<file path="src/rtl/atm_if.sv">
// User-facing signal bundle of the ATM terminal: keypad/card inputs in, one-cycle status pulses out.
interface atm_if;
   logic        Card_in;
   logic        Language;
   logic        Timer;
   logic        money_counting;
   logic        another_transaction_bit;
   logic [2:0]  opcode;
   logic [16:0] password;
   logic [16:0] new_pin;
   logic        allowwithdraw;
   logic        take_receipt;
   logic        allow_transfer;
   logic [16:0] Pers_Account_No;
   logic [16:0] ur_account;
   logic [18:0] withdraw_amount;
   logic [18:0] Transfer_Amount;
   logic [18:0] deposit_amount;
   logic        Transfer_Successfully;
   logic        ATM_Usage_Finished;
   logic        Balance_Shown;
   logic        Deposited_Successfully;
   logic        Withdrew_Successfully;
   logic        Pin_Changed_Successfully;
   logic        Receipt_Printed;
   logic        Lang_Latched;

   modport slave (
      input  Card_in, Language, Timer, money_counting, another_transaction_bit,
             opcode, password, new_pin, allowwithdraw, take_receipt, allow_transfer,
             Pers_Account_No, ur_account, withdraw_amount, Transfer_Amount, deposit_amount,
      output Transfer_Successfully, ATM_Usage_Finished, Balance_Shown,
             Deposited_Successfully, Withdrew_Successfully, Pin_Changed_Successfully,
             Receipt_Printed, Lang_Latched
   );

   modport master (
      output Card_in, Language, Timer, money_counting, another_transaction_bit,
             opcode, password, new_pin, allowwithdraw, take_receipt, allow_transfer,
             Pers_Account_No, ur_account, withdraw_amount, Transfer_Amount, deposit_amount,
      input  Transfer_Successfully, ATM_Usage_Finished, Balance_Shown,
             Deposited_Successfully, Withdrew_Successfully, Pin_Changed_Successfully,
             Receipt_Printed, Lang_Latched
   );
endinterface

</file>
<file path="src/rtl/atm.sv">
// Single-terminal ATM session controller with an internal account/PIN/balance table.
// One transition per clock; every completed operation is reported as a registered one-cycle pulse.
module atm #(
   parameter int          NUM_ACCTS = 4,
   parameter logic [16:0] ACCT_BASE = 17'd1000,
   parameter logic [16:0] PIN_BASE  = 17'd1234,
   parameter logic [18:0] INIT_BAL  = 19'd5000,
   parameter int          MAX_TRIES = 3
) (
   input  logic  clk,
   input  logic  reset,
   atm_if.slave  bus
);

   localparam int IDX_W = (NUM_ACCTS > 1) ? $clog2(NUM_ACCTS) : 1;
   localparam int TRY_W = $clog2(MAX_TRIES + 1);

   typedef enum logic [3:0] {
      S_IDLE, S_LANG, S_PIN, S_MENU, S_BAL, S_WDR,
      S_DEP, S_XFER, S_CHPIN, S_RCPT, S_ANOTHER, S_FINISH
   } AtmState;

   AtmState           r_state;
   AtmState           w_next;
   logic [IDX_W-1:0]  r_idx;
   logic [TRY_W-1:0]  r_tries;
   logic              r_lang;
   logic [16:0]       r_pin [NUM_ACCTS];
   logic [18:0]       r_bal [NUM_ACCTS];

   logic r_xferDone, r_finDone, r_balShown, r_depDone, r_wdrDone, r_pinDone, r_rcptDone;
   logic w_xferDone, w_finDone, w_balShown, w_depDone, w_wdrDone, w_pinDone, w_rcptDone;

   logic              w_cardHit, w_dstHit;
   logic [IDX_W-1:0]  w_cardIdx, w_dstIdx;
   logic [18:0]       w_ownBal, w_dstBal;
   logic [19:0]       w_depSum, w_xferSum;
   logic              w_wdrOk, w_depOk, w_xferOk, w_abort;
   logic [TRY_W-1:0]  w_triesInc, w_triesNext;
   logic              w_loadIdx, w_loadLang;
   logic              w_ownWe, w_dstWe, w_pinWe;
   logic [18:0]       w_ownNew, w_dstNew;

   // Account numbers are fixed at ACCT_BASE+i, so lookup is a compare against constants.
   always_comb begin
      w_cardHit = 1'b0;
      w_cardIdx = '0;
      w_dstHit  = 1'b0;
      w_dstIdx  = '0;
      for (int i = 0; i < NUM_ACCTS; i++) begin
         if (bus.Pers_Account_No == ACCT_BASE + 17'(i)) begin
            w_cardHit = 1'b1;
            w_cardIdx = IDX_W'(i);
         end
         if (bus.ur_account == ACCT_BASE + 17'(i)) begin
            w_dstHit = 1'b1;
            w_dstIdx = IDX_W'(i);
         end
      end
   end

   assign w_ownBal   = r_bal[r_idx];
   assign w_dstBal   = r_bal[w_dstIdx];
   assign w_depSum   = {1'b0, w_ownBal} + {1'b0, bus.deposit_amount};
   assign w_xferSum  = {1'b0, w_dstBal} + {1'b0, bus.Transfer_Amount};
   assign w_dstNew   = w_xferSum[18:0];
   assign w_triesInc = r_tries + TRY_W'(1);

   assign w_wdrOk  = bus.allowwithdraw && (bus.withdraw_amount != 19'd0)
                     && (bus.withdraw_amount <= w_ownBal);
   assign w_depOk  = !w_depSum[19] && (bus.deposit_amount != 19'd0);
   assign w_xferOk = bus.allow_transfer && w_dstHit && (w_dstIdx != r_idx)
                     && (bus.Transfer_Amount != 19'd0)
                     && (bus.Transfer_Amount <= w_ownBal) && !w_xferSum[19];

   assign w_abort = (r_state != S_IDLE) && (r_state != S_FINISH) && (bus.Timer || !bus.Card_in);

   always_comb begin
      w_next      = r_state;
      w_triesNext = r_tries;
      w_loadIdx   = 1'b0;
      w_loadLang  = 1'b0;
      w_ownWe     = 1'b0;
      w_ownNew    = w_ownBal;
      w_dstWe     = 1'b0;
      w_pinWe     = 1'b0;
      w_xferDone  = 1'b0;
      w_finDone   = 1'b0;
      w_balShown  = 1'b0;
      w_depDone   = 1'b0;
      w_wdrDone   = 1'b0;
      w_pinDone   = 1'b0;
      w_rcptDone  = 1'b0;
      if (w_abort) begin
         w_next = S_FINISH;
      end else begin
         case (r_state)
            S_IDLE: begin
               if (bus.Card_in && w_cardHit) begin
                  w_loadIdx = 1'b1;
                  w_next    = S_LANG;
               end
            end
            S_LANG: begin
               w_loadLang = 1'b1;
               w_next     = S_PIN;
            end
            S_PIN: begin
               if (bus.password == r_pin[r_idx]) begin
                  w_triesNext = '0;
                  w_next      = S_MENU;
               end else begin
                  w_triesNext = w_triesInc;
                  if (w_triesInc >= TRY_W'(MAX_TRIES)) w_next = S_FINISH;
               end
            end
            S_MENU: begin
               case (bus.opcode)
                  3'b001:  w_next = S_BAL;
                  3'b010:  w_next = S_WDR;
                  3'b011:  w_next = S_DEP;
                  3'b100:  w_next = S_XFER;
                  3'b101:  w_next = S_CHPIN;
                  default: w_next = S_MENU;
               endcase
            end
            S_BAL: begin
               w_balShown = 1'b1;
               w_next     = S_RCPT;
            end
            S_WDR: begin
               if (w_wdrOk) begin
                  w_ownWe   = 1'b1;
                  w_ownNew  = w_ownBal - bus.withdraw_amount;
                  w_wdrDone = 1'b1;
               end
               w_next = S_RCPT;
            end
            S_DEP: begin
               // Cash is still being counted: hold here until the total is final.
               if (!bus.money_counting) begin
                  if (w_depOk) begin
                     w_ownWe   = 1'b1;
                     w_ownNew  = w_depSum[18:0];
                     w_depDone = 1'b1;
                  end
                  w_next = S_RCPT;
               end
            end
            S_XFER: begin
               if (w_xferOk) begin
                  w_ownWe    = 1'b1;
                  w_ownNew   = w_ownBal - bus.Transfer_Amount;
                  w_dstWe    = 1'b1;
                  w_xferDone = 1'b1;
               end
               w_next = S_RCPT;
            end
            S_CHPIN: begin
               w_pinWe   = 1'b1;
               w_pinDone = 1'b1;
               w_next    = S_RCPT;
            end
            S_RCPT: begin
               w_rcptDone = bus.take_receipt;
               w_next     = S_ANOTHER;
            end
            S_ANOTHER: begin
               w_next = bus.another_transaction_bit ? S_MENU : S_FINISH;
            end
            S_FINISH: begin
               w_finDone   = 1'b1;
               w_triesNext = '0;
               w_next      = S_IDLE;
            end
            default: w_next = S_IDLE;
         endcase
      end
   end

   always_ff @(posedge clk or negedge reset) begin
      if (!reset) begin
         r_state    <= S_IDLE;
         r_idx      <= '0;
         r_tries    <= '0;
         r_lang     <= 1'b0;
         r_xferDone <= 1'b0;
         r_finDone  <= 1'b0;
         r_balShown <= 1'b0;
         r_depDone  <= 1'b0;
         r_wdrDone  <= 1'b0;
         r_pinDone  <= 1'b0;
         r_rcptDone <= 1'b0;
      end else begin
         r_state    <= w_next;
         r_tries    <= w_triesNext;
         if (w_loadIdx)  r_idx  <= w_cardIdx;
         if (w_loadLang) r_lang <= bus.Language;
         r_xferDone <= w_xferDone;
         r_finDone  <= w_finDone;
         r_balShown <= w_balShown;
         r_depDone  <= w_depDone;
         r_wdrDone  <= w_wdrDone;
         r_pinDone  <= w_pinDone;
         r_rcptDone <= w_rcptDone;
      end
   end

   // Source and destination of a transfer are distinct entries, so both updates land on one edge.
   always_ff @(posedge clk or negedge reset) begin
      if (!reset) begin
         for (int i = 0; i < NUM_ACCTS; i++) begin
            r_pin[i] <= PIN_BASE + 17'(i);
            r_bal[i] <= INIT_BAL;
         end
      end else begin
         for (int i = 0; i < NUM_ACCTS; i++) begin
            if (w_ownWe && (r_idx == IDX_W'(i))) begin
               r_bal[i] <= w_ownNew;
            end else if (w_dstWe && (w_dstIdx == IDX_W'(i))) begin
               r_bal[i] <= w_dstNew;
            end
            if (w_pinWe && (r_idx == IDX_W'(i))) r_pin[i] <= bus.new_pin;
         end
      end
   end

   assign bus.Transfer_Successfully    = r_xferDone;
   assign bus.ATM_Usage_Finished       = r_finDone;
   assign bus.Balance_Shown            = r_balShown;
   assign bus.Deposited_Successfully   = r_depDone;
   assign bus.Withdrew_Successfully    = r_wdrDone;
   assign bus.Pin_Changed_Successfully = r_pinDone;
   assign bus.Receipt_Printed          = r_rcptDone;
   assign bus.Lang_Latched             = r_lang;

endmodule

</file>
<file path="src/flat_wrapper.sv">
// flat-port wrapper written by rule: the top's interface ports become plain ports
module atm_flat 
#(
   parameter int          NUM_ACCTS = 4,
   parameter logic [16:0] ACCT_BASE = 17'd1000,
   parameter logic [16:0] PIN_BASE  = 17'd1234,
   parameter logic [18:0] INIT_BAL  = 19'd5000,
   parameter int          MAX_TRIES = 3
)
  (clk, reset, bus_Card_in, bus_Language, bus_Timer, bus_money_counting, bus_another_transaction_bit, bus_opcode, bus_password, bus_new_pin, bus_allowwithdraw, bus_take_receipt, bus_allow_transfer, bus_Pers_Account_No, bus_ur_account, bus_withdraw_amount, bus_Transfer_Amount, bus_deposit_amount, bus_Transfer_Successfully, bus_ATM_Usage_Finished, bus_Balance_Shown, bus_Deposited_Successfully, bus_Withdrew_Successfully, bus_Pin_Changed_Successfully, bus_Receipt_Printed, bus_Lang_Latched);
  atm_if bus_i ();
  input  logic clk;
  input  logic reset;
  input wire logic [$bits(bus_i.Card_in)-1:0] bus_Card_in;
  input wire logic [$bits(bus_i.Language)-1:0] bus_Language;
  input wire logic [$bits(bus_i.Timer)-1:0] bus_Timer;
  input wire logic [$bits(bus_i.money_counting)-1:0] bus_money_counting;
  input wire logic [$bits(bus_i.another_transaction_bit)-1:0] bus_another_transaction_bit;
  input wire logic [$bits(bus_i.opcode)-1:0] bus_opcode;
  input wire logic [$bits(bus_i.password)-1:0] bus_password;
  input wire logic [$bits(bus_i.new_pin)-1:0] bus_new_pin;
  input wire logic [$bits(bus_i.allowwithdraw)-1:0] bus_allowwithdraw;
  input wire logic [$bits(bus_i.take_receipt)-1:0] bus_take_receipt;
  input wire logic [$bits(bus_i.allow_transfer)-1:0] bus_allow_transfer;
  input wire logic [$bits(bus_i.Pers_Account_No)-1:0] bus_Pers_Account_No;
  input wire logic [$bits(bus_i.ur_account)-1:0] bus_ur_account;
  input wire logic [$bits(bus_i.withdraw_amount)-1:0] bus_withdraw_amount;
  input wire logic [$bits(bus_i.Transfer_Amount)-1:0] bus_Transfer_Amount;
  input wire logic [$bits(bus_i.deposit_amount)-1:0] bus_deposit_amount;
  output wire logic [$bits(bus_i.Transfer_Successfully)-1:0] bus_Transfer_Successfully;
  output wire logic [$bits(bus_i.ATM_Usage_Finished)-1:0] bus_ATM_Usage_Finished;
  output wire logic [$bits(bus_i.Balance_Shown)-1:0] bus_Balance_Shown;
  output wire logic [$bits(bus_i.Deposited_Successfully)-1:0] bus_Deposited_Successfully;
  output wire logic [$bits(bus_i.Withdrew_Successfully)-1:0] bus_Withdrew_Successfully;
  output wire logic [$bits(bus_i.Pin_Changed_Successfully)-1:0] bus_Pin_Changed_Successfully;
  output wire logic [$bits(bus_i.Receipt_Printed)-1:0] bus_Receipt_Printed;
  output wire logic [$bits(bus_i.Lang_Latched)-1:0] bus_Lang_Latched;
  assign bus_i.Card_in = bus_Card_in;
  assign bus_i.Language = bus_Language;
  assign bus_i.Timer = bus_Timer;
  assign bus_i.money_counting = bus_money_counting;
  assign bus_i.another_transaction_bit = bus_another_transaction_bit;
  assign bus_i.opcode = bus_opcode;
  assign bus_i.password = bus_password;
  assign bus_i.new_pin = bus_new_pin;
  assign bus_i.allowwithdraw = bus_allowwithdraw;
  assign bus_i.take_receipt = bus_take_receipt;
  assign bus_i.allow_transfer = bus_allow_transfer;
  assign bus_i.Pers_Account_No = bus_Pers_Account_No;
  assign bus_i.ur_account = bus_ur_account;
  assign bus_i.withdraw_amount = bus_withdraw_amount;
  assign bus_i.Transfer_Amount = bus_Transfer_Amount;
  assign bus_i.deposit_amount = bus_deposit_amount;
  assign bus_Transfer_Successfully = bus_i.Transfer_Successfully;
  assign bus_ATM_Usage_Finished = bus_i.ATM_Usage_Finished;
  assign bus_Balance_Shown = bus_i.Balance_Shown;
  assign bus_Deposited_Successfully = bus_i.Deposited_Successfully;
  assign bus_Withdrew_Successfully = bus_i.Withdrew_Successfully;
  assign bus_Pin_Changed_Successfully = bus_i.Pin_Changed_Successfully;
  assign bus_Receipt_Printed = bus_i.Receipt_Printed;
  assign bus_Lang_Latched = bus_i.Lang_Latched;
  atm #(.NUM_ACCTS(NUM_ACCTS), .ACCT_BASE(ACCT_BASE), .PIN_BASE(PIN_BASE), .INIT_BAL(INIT_BAL), .MAX_TRIES(MAX_TRIES)) u_core (.clk(clk), .reset(reset), .bus(bus_i));
endmodule
</file>
<file path="config.mk">
export PLATFORM = sky130hd
export DESIGN_NAME = atm_flat
export DESIGN_NICKNAME = d
export VERILOG_FILES = /design/src/rtl/atm_if.sv /design/src/rtl/atm.sv /design/src/flat_wrapper.sv
export SDC_FILE = /design/constraint.sdc
export NUM_CORES = 1
export LEC_CHECK = 0
export ABC_AREA = 1
export BUFFER_PORTS_ARGS = -buffer_cell sky130_fd_sc_hd__buf_2
export CORE_ASPECT_RATIO = 2
export CORE_MARGIN = 10
export CORE_UTILIZATION = 50
export DETAILED_ROUTE_END_ITERATION = 8
export PLACE_DENSITY = 0.69
export SLEW_MARGIN = 10
export SYNTH_ARGS = -nofsm -noshare
export SYNTH_HDL_FRONTEND = slang
export SYNTH_SLANG_ARGS = --single-unit
</file>
<file path="constraint.sdc">
create_clock -name clk -period 9.1 [get_ports clk]
set_input_delay 0 -clock clk [delete_from_list [all_inputs] [get_ports clk]]
set_output_delay 0 -clock clk [all_outputs]
set_load 0.03 [all_outputs]
</file>
After elaboration in Yosys (flattened, before gate mapping)
Cells that the tools add are included.
{"block": "word_totals", "input_bits": 138, "out_inout_bits": 8, "latchBits": 0, "romBits": 0, "memories": 0, "regBits": 160, "elab_cells": 182, "mem_bits_rw": 0}
{"block": "op_classes", "add_sub_neg": 5, "muxes": 72, "order_cmp": 5, "div_mod_pow": 0, "mul": 0, "n_reduce_logical": 42, "shifts": 0, "n_eq_ne": 36, "n_bitwise": 3}
{"operator": "$mux W19", "count": 17}
{"operator": "$eq A17 B10 Y1 const B", "count": 8}
{"operator": "$bmux W19 S2", "count": 2}
{"operator": "$pmux W19 S3", "count": 1}
{"operator": "$reduce_bool A19 Y1", "count": 3}
{"operator": "$add A19 B19 Y20", "count": 2}
{"operator": "$le A19 B19 Y1", "count": 2}
{"operator": "$sub A19 B19 Y19", "count": 2}
{"operator": "$bmux W17 S2", "count": 1}
{"operator": "$mux W1", "count": 34}
{"operator": "$mux W17", "count": 2}
{"operator": "$pmux W4 S8", "count": 1}
{"operator": "$mux W4", "count": 6}
{"operator": "$logic_and A1 B1 Y1", "count": 23}
{"operator": "$pmux W4 S5", "count": 1}
{"operator": "$eq A17 B17 Y1", "count": 1}
{"operator": "$eq A4 B3 Y1 const B", "count": 4}
{"operator": "$eq A4 B4 Y1 const B", "count": 4}
{"operator": "$mux W2", "count": 5}
{"operator": "$reduce_bool A2 Y1", "count": 5}
{"operator": "$eq A2 B2 Y1 const B", "count": 4}
{"operator": "$eq A4 B2 Y1 const B", "count": 2}
{"operator": "$eq A3 B2 Y1 const B", "count": 2}
{"operator": "$eq A3 B3 Y1 const B", "count": 2}
{"operator": "other kinds (23)", "count": 29}

Logic depth before layout (Yosys ltp)
{"block": "logic_depth", "depth_word": 17, "depth_mapped": 28, "depth_no_buf": 26}

Worst setup path after synthesis
OpenSTA, ideal clock, no wires.
{"block": "synth_path", "kind": "reg-to-reg", "start": "reg u_core.r_idx[1]", "end": "reg u_core.r_bal[56] in the netlist's numbering", "path_stages_with_launch": 24, "required_time_ns": 8.975, "period_less_slack_ns": 3.613, "setup_ns": 0.125, "path_buffers": 4, "setup_slack_ns": 5.487, "arrival_ns": 3.488, "cell_sequence": "dfrtp_1 clkbuf_1 nand2_1 inv_1 buf_2 a221oi_1 inv_1 ha_1 a21oi_1 nor2_1 nor2_1 nor2_1 o21ai_0 nand4_1 buf_2 nand4_2 nand3_2 nand2_4 inv_6 nand2_4 clkinv_2 buf_6 nand3_1 nand3_1"}
{"block": "synth_via", "elab_chain_len": 13, "elab_cells_between_ends": 36, "cone_classes": "add/sub (3); order compare (2); eq/ne (2); mux (18); bitwise (1); reduce/logical (10)"}
{"item": "start: declaration", "line": "atm.sv:25", "rtl": "logic [IDX_W-1:0] r_idx;"}
{"item": "start signal: assignment", "line": "atm.sv:197", "rtl": "if (w_loadIdx) r_idx <= w_cardIdx;"}
{"item": "$not A2 Y3 (not written as such)", "line": "atm.sv:62", "rtl": "assign w_ownBal = r_bal[r_idx];"}
{"item": "$bmux W19 S2", "line": "atm.sv:62"}
{"item": "$mux W19 (not written as such) (2 in a row)", "line": "atm.sv:62"}
{"item": "$add A19 B19 Y20", "line": "atm.sv:64", "rtl": "assign w_depSum = {1'b0, w_ownBal} + {1'b0, bus.deposit_amount};"}
{"item": "$logic_not A1 Y1", "line": "atm.sv:71", "rtl": "assign w_depOk = !w_depSum[19] && (bus.deposit_amount != 19'd0);"}
{"item": "$logic_and A1 B1 Y1", "line": "atm.sv:71"}
{"item": "$mux W1", "line": "atm.sv:142", "rtl": "if (w_depOk) begin"}
{"item": "$mux W1", "line": "atm.sv:141", "rtl": "if (!bus.money_counting) begin"}
{"item": "$pmux W1 S3", "line": "atm.sv:97", "rtl": "case (r_state)"}
{"item": "$mux W1", "line": "atm.sv:94", "rtl": "if (w_abort) begin"}
{"item": "$logic_and A1 B1 Y1", "line": "atm.sv:218", "rtl": "if (w_ownWe && (r_idx == IDX_W'(i))) begin"}
{"item": "$mux W19 or $reduce_bool A2 Y1 (tied branches)"}
{"item": "end signal: indexed assignment", "line": "atm.sv:219", "rtl": "r_bal[i] <= w_ownNew;"}
{"item": "end signal: indexed assignment", "line": "atm.sv:221", "rtl": "r_bal[i] <= w_dstNew;"}
{"item": "end: declaration", "line": "atm.sv:29", "rtl": "logic [18:0] r_bal [NUM_ACCTS];"}
Several ways; a longest one is shown, not always the timed one. The select of a mux whose other input is x is not followed.
A chain may end at the register's enable or synchronous reset.

Worst setup path after layout
{"block": "layout_path", "start": "reg u_core.r_idx[1]", "end": "reg u_core.r_bal[61] in the netlist's numbering"}
The elaborated chain is that of the path after synthesis.

==> results.md <==
STA:
- The hold violation total from the final report came to 0.
- The maximum achievable frequency is roughly 150 MHz.
- The worst clock skew is around 11 ps.
- The final critical-path share of the clock period is between 70 and 80%.
- In the final timing run, aggregate negative setup slack is 0 ps.
- The setup-violating endpoint count in the final report is 0.
- The hold slack is around 66 ps.
- The worst pin sits at a relative slew slack of a little over a fifth.
- For the finished layout, the period the worst path requires is 6583 ps.
- The number of max-slew violations in the final report came to 0.
- The actual slew at the worst max-slew pin is 1165 ps.
- Setup repair after global routing left no endpoint under its margin.

Setup path:
- The beginning of the critical path is u_core.r_idx[1]$_DFFE_PN0P_.
- The worst register-to-register path has a setup slack of 2520 ps.
- In this run the critical register-to-register path is launched from u_core.r_idx[1]$_DFFE_PN0P_.
- STA puts the critical path data arrival time at 6920 ps.
- The slowest library cell on the worst path is clkinv_1.
- The critical path ends at u_core.r_bal[61]$_DFFE_PN0P_.
- The signal on the critical path passes through nor2_2, buf_4, clkinv_1, o22ai_1, nor2_1, o21a_1, ha_1, nand2_1, o21ai_0, o21ai_0, nand4_1, nand4_2, nand3_2, nand2_4, inv_6, nand2_4, clkinv_2, nand3_1, nand3_1.
- The required time of the worst setup path is ~9400 ps.
- The count of cells along the worst register-to-register path is 19.
- The critical path is of the flip-flop to flip-flop type.
- The worst setup path is captured at a flip-flop.
- Of all nets on the critical path, the largest fanout is 22.
- The endpoint of the worst register-to-register path is u_core.r_bal[61]$_DFFE_PN0P_.
- The maximum single-stage delay on the critical path is between 700 and 800 ps.
- The type of element launching the critical path is a flip-flop.

Clocking:
- The clock sink count is 160.
- The clock-pin slew on the worst setup and hold paths is around 70 ps.
- The number of setup buffers added after CTS is 0.
- The total CTS buffers is 17.
- The cell sitting at the root of the clock tree is a clkbuf_16.
- The CTS tree is yes.
- The clock reaches the later pin of the worst-skew pair after approximately 470 ps.
- In this run the deepest clock path goes through 2 buffers.
- The H-tree generated during clock tree synthesis spans 4 levels.

Routing:
- The average detailed-routed wire length per instance is 27.45 microns.
- Dividing the detail-routed via count by the number of cells gives approximately 6.3.
- The pre-antenna-repair detailed-routing pass consisted of 9 iterations.
- In this run, the number of DRC markers left after iteration 0 of detailed routing was 1,594.
- The final layout contains routed wiring with a total length of 69,360 microns.
- For this block, the via count after detailed routing is 16,040.
- After detailed routing, the number of remaining DRC violations is 0.
- The residual antenna-violating net count after detailed routing is 0.

Placed design:
- The post-placement cell area is 0.01515 sq mm.
- The congestion estimate from routability-driven global placement came to 1.162.
- In this run the tool buffered the top-level ports with 145 buffer cells.
- The detailed placer's ending HPWL is 51,930 microns.

GRT:
- Entering global routing, the biggest net connects 105 pins.
- The global-route wire length before repair is 101,300 microns.
- The overflow left after global routing is 0.
- In the global route stage, overall resource usage came out at a little under two fifths.
- The via count of the first global-routing pass is ~16,000.
- The initial antenna violation count was 1.

Power:
- For this design the static power due to leakage is 8.110 nW.
- The power per unit of standard cell area is ~120 mW/mm^2.
- The worst-case vdd ir drop is 0.2014 mV.
- The power consumption is 1.966 mW.

Layout:
- The final design instance area without fill is roughly 0.016 sq mm.
- The ratio of cells with drive above 1 in the final layout is 15.39%.
- The number of nets in the final layout is 2,377.
- The number of inserted filler cells in the final layout is 2,732.
- The relative area change from synthesis to final layout is 12.24%.

Synthesis:
- A synthesized cell averages 7.065 sq um.
- The largest area contributor in the synthesized netlist is dfrtp_1.
- After synthesis, the netlist uses 56 different library cells.
- Yosys attributes the largest share of cell area to dfrtp_1 (21%), nand2_1 (12%), nand3_1 (9.4%).
- For this run, the number of Yosys warnings is 0.
- In the synthesized netlist, the number of instances is slightly above 2,000.
- When the netlist entered floorplanning its net count stood at approximately 2,200.
- The top cell type by area accounts for 20.63% of the synthesized area.
- The register bit count reported by yosys is between 150 and 200.
- The sequential cell area fraction in the yosys report is 28.34%.
- The cell area that synthesis handed to floorplanning was roughly 0.014 sq mm.

Die:
- The die outline height is ~260 microns.
- The total die area is between 0.03 and 0.04 sq mm.
- The placement row count is 87.
- The starting density of the core is 50.77%.
- In this run the horizontal extent of the chip is 139.6 microns.
- The count of boundary I/O pins is around 150.
- The core footprint is ~0.028 sq mm.

Flow run:
- Max-cap violations in this run came to 0.

Hold path:
- The cell depth of the worst min-delay path is 5.
- The type of the tightest min-delay check is input port to flip-flop.

Run status:
- The run finished with clean final reports.
## kinds of logic (layout without fill, tap and decap cells)
kind of cell	after synthesis	after routing	share of synthesized area [%]
fa+ha+maj	82	82	7.378
flops	160	160	28.34
mux	2	2	0.1573
other cells	0	1	0
compound gates	375	375	15.42
buf+inv	271	415	8.287
xor+xnor	78	78	4.773
simple gates	1058	1058	35.65
## metrics by stage
step                cells  util [%]  setup WS [ps]
floorplan            2026         -           5487
global placement     2461     53.73           2909
detailed placement   2461     53.73           2940
CTS                  2526     56.97           2898
global route         2526     56.97           2319
finish               2527     56.98           2517
## critical path: cells and delay by family (launching register included)
kind	cells	cell delay [ps]
fa+ha+maj	1	480
simple gates	10	2360
flops	1	470
buf+inv	4	1720
compound gates	4	1310
## sequential cells by signal, summed over array words and instances, names as in the netlist
| name | flops |
|---|---|
| u_core.r_bal | 76 |
| u_core.r_pin | 68 |
| u_core.r_state | 4 |
| u_core.r_idx | 2 |
| u_core.r_tries | 2 |
| u_core.bus.ATM_Usage_Finished | 1 |
| u_core.bus.Balance_Shown | 1 |
| u_core.bus.Deposited_Successfully | 1 |
| u_core.bus.Lang_Latched | 1 |
| u_core.bus.Pin_Changed_Successfully | 1 |
| u_core.bus.Receipt_Printed | 1 |
| u_core.bus.Transfer_Successfully | 1 |
| u_core.bus.Withdrew_Successfully | 1 |
## repair_timing
action / CTS / global route
hold buffers: 33 / 0
hold endpoints to repair: 147 / 0
resized for setup: 0 / 0
## worst min path at each step
stage / startpoint / end / slack [ps]
6_report: bus_opcode[1] / u_core.r_state[0]$_DFFE_PN0P_ / 70
3_5_place_dp: reset / u_core.r_pin[43]$_DFFE_PN0P_ / 180
3_3_place_gp: reset / u_core.r_pin[43]$_DFFE_PN0P_ / 180
4_1_cts: bus_opcode[1] / u_core.r_state[0]$_DFFE_PN0P_ / 70
2_1_floorplan: reset / u_core.bus.ATM_Usage_Finished$_DFF_PN0_ / -300
5_1_grt: bus_Card_in / u_core.r_tries[1]$_DFFE_PN0P_ / 140
## final cells by class
type                       count  area, sq um  share of cell area [%]
inverter                     193        738.2                   4.595
timing repair buffer         190         1152                   7.173
sequential                   160         4056                   25.25
antenna                        1        2.502                 0.01558
multi-input combinational   1595         9086                   56.56
clock buffer                  17        425.4                   2.648
tap                          356        445.4                   2.773
clock inverter                15        158.9                  0.9891
## routing by layer
layer,global-route usage (%),up-vias,wire length (microns)
li1,-,7247,-
met1,34.87,7467,21320
met2,64.46,977,34520
met3,7.949,351,5280
met4,37.33,2,8220
met5,0,-,13
## cells in the mapped netlist (all sizes together)
cell type  count
a21oi        102
nand2        476
o21ai        121
o21a          21
xor2          43
clkbuf        37
o22ai         36
a31oi         19
inv          185
a221oi         6
nand4         72
or2            1
ha            78
and2           2
dfstp         42
buf           41
mux2           2
o21bai         3
dfrtp        118
o221ai         1
a311o          1
a22o           2
nor4          11
xnor2         35
a32o           1
nor2         145
nand3b        10
fa             4
o311ai         1
a31o           1
clkinv         8
nor3b          1
nor3          21
o211ai        17
o31ai          3
a21o          14
nand3        319
a22oi         26
## layout by cell type (no fill, tap or decap), types with 6 or more instances in the layout
cell type,n
o21ai_0,119
o21a_1,21
dlygate4sd3_1,33
dfstp_2,42
inv_2,8
dfrtp_1,118
a221oi_1,6
nor2_2,10
xnor2_1,35
nor2_1,128
nand3_2,48
nor3_1,19
nand3b_1,10
nand2_4,6
buf_2,144
buf_4,12
nand2_1,462
clkbuf_16,17
nand4_1,69
a21oi_1,102
a22oi_1,26
a21o_1,14
nand3_1,270
o211ai_1,17
nor4_1,11
xor2_1,43
ha_1,78
nand2_2,8
o22ai_1,36
a31oi_1,19
inv_1,174
## power by group
part           switching, mW  internal, mW  leakage, nW
logic                  0.291         0.155         5.77
registers             0.0274         0.763         2.05
clock network          0.362         0.367        0.287
total                  0.681          1.29         8.11
(Power assumes the default switching activity.)
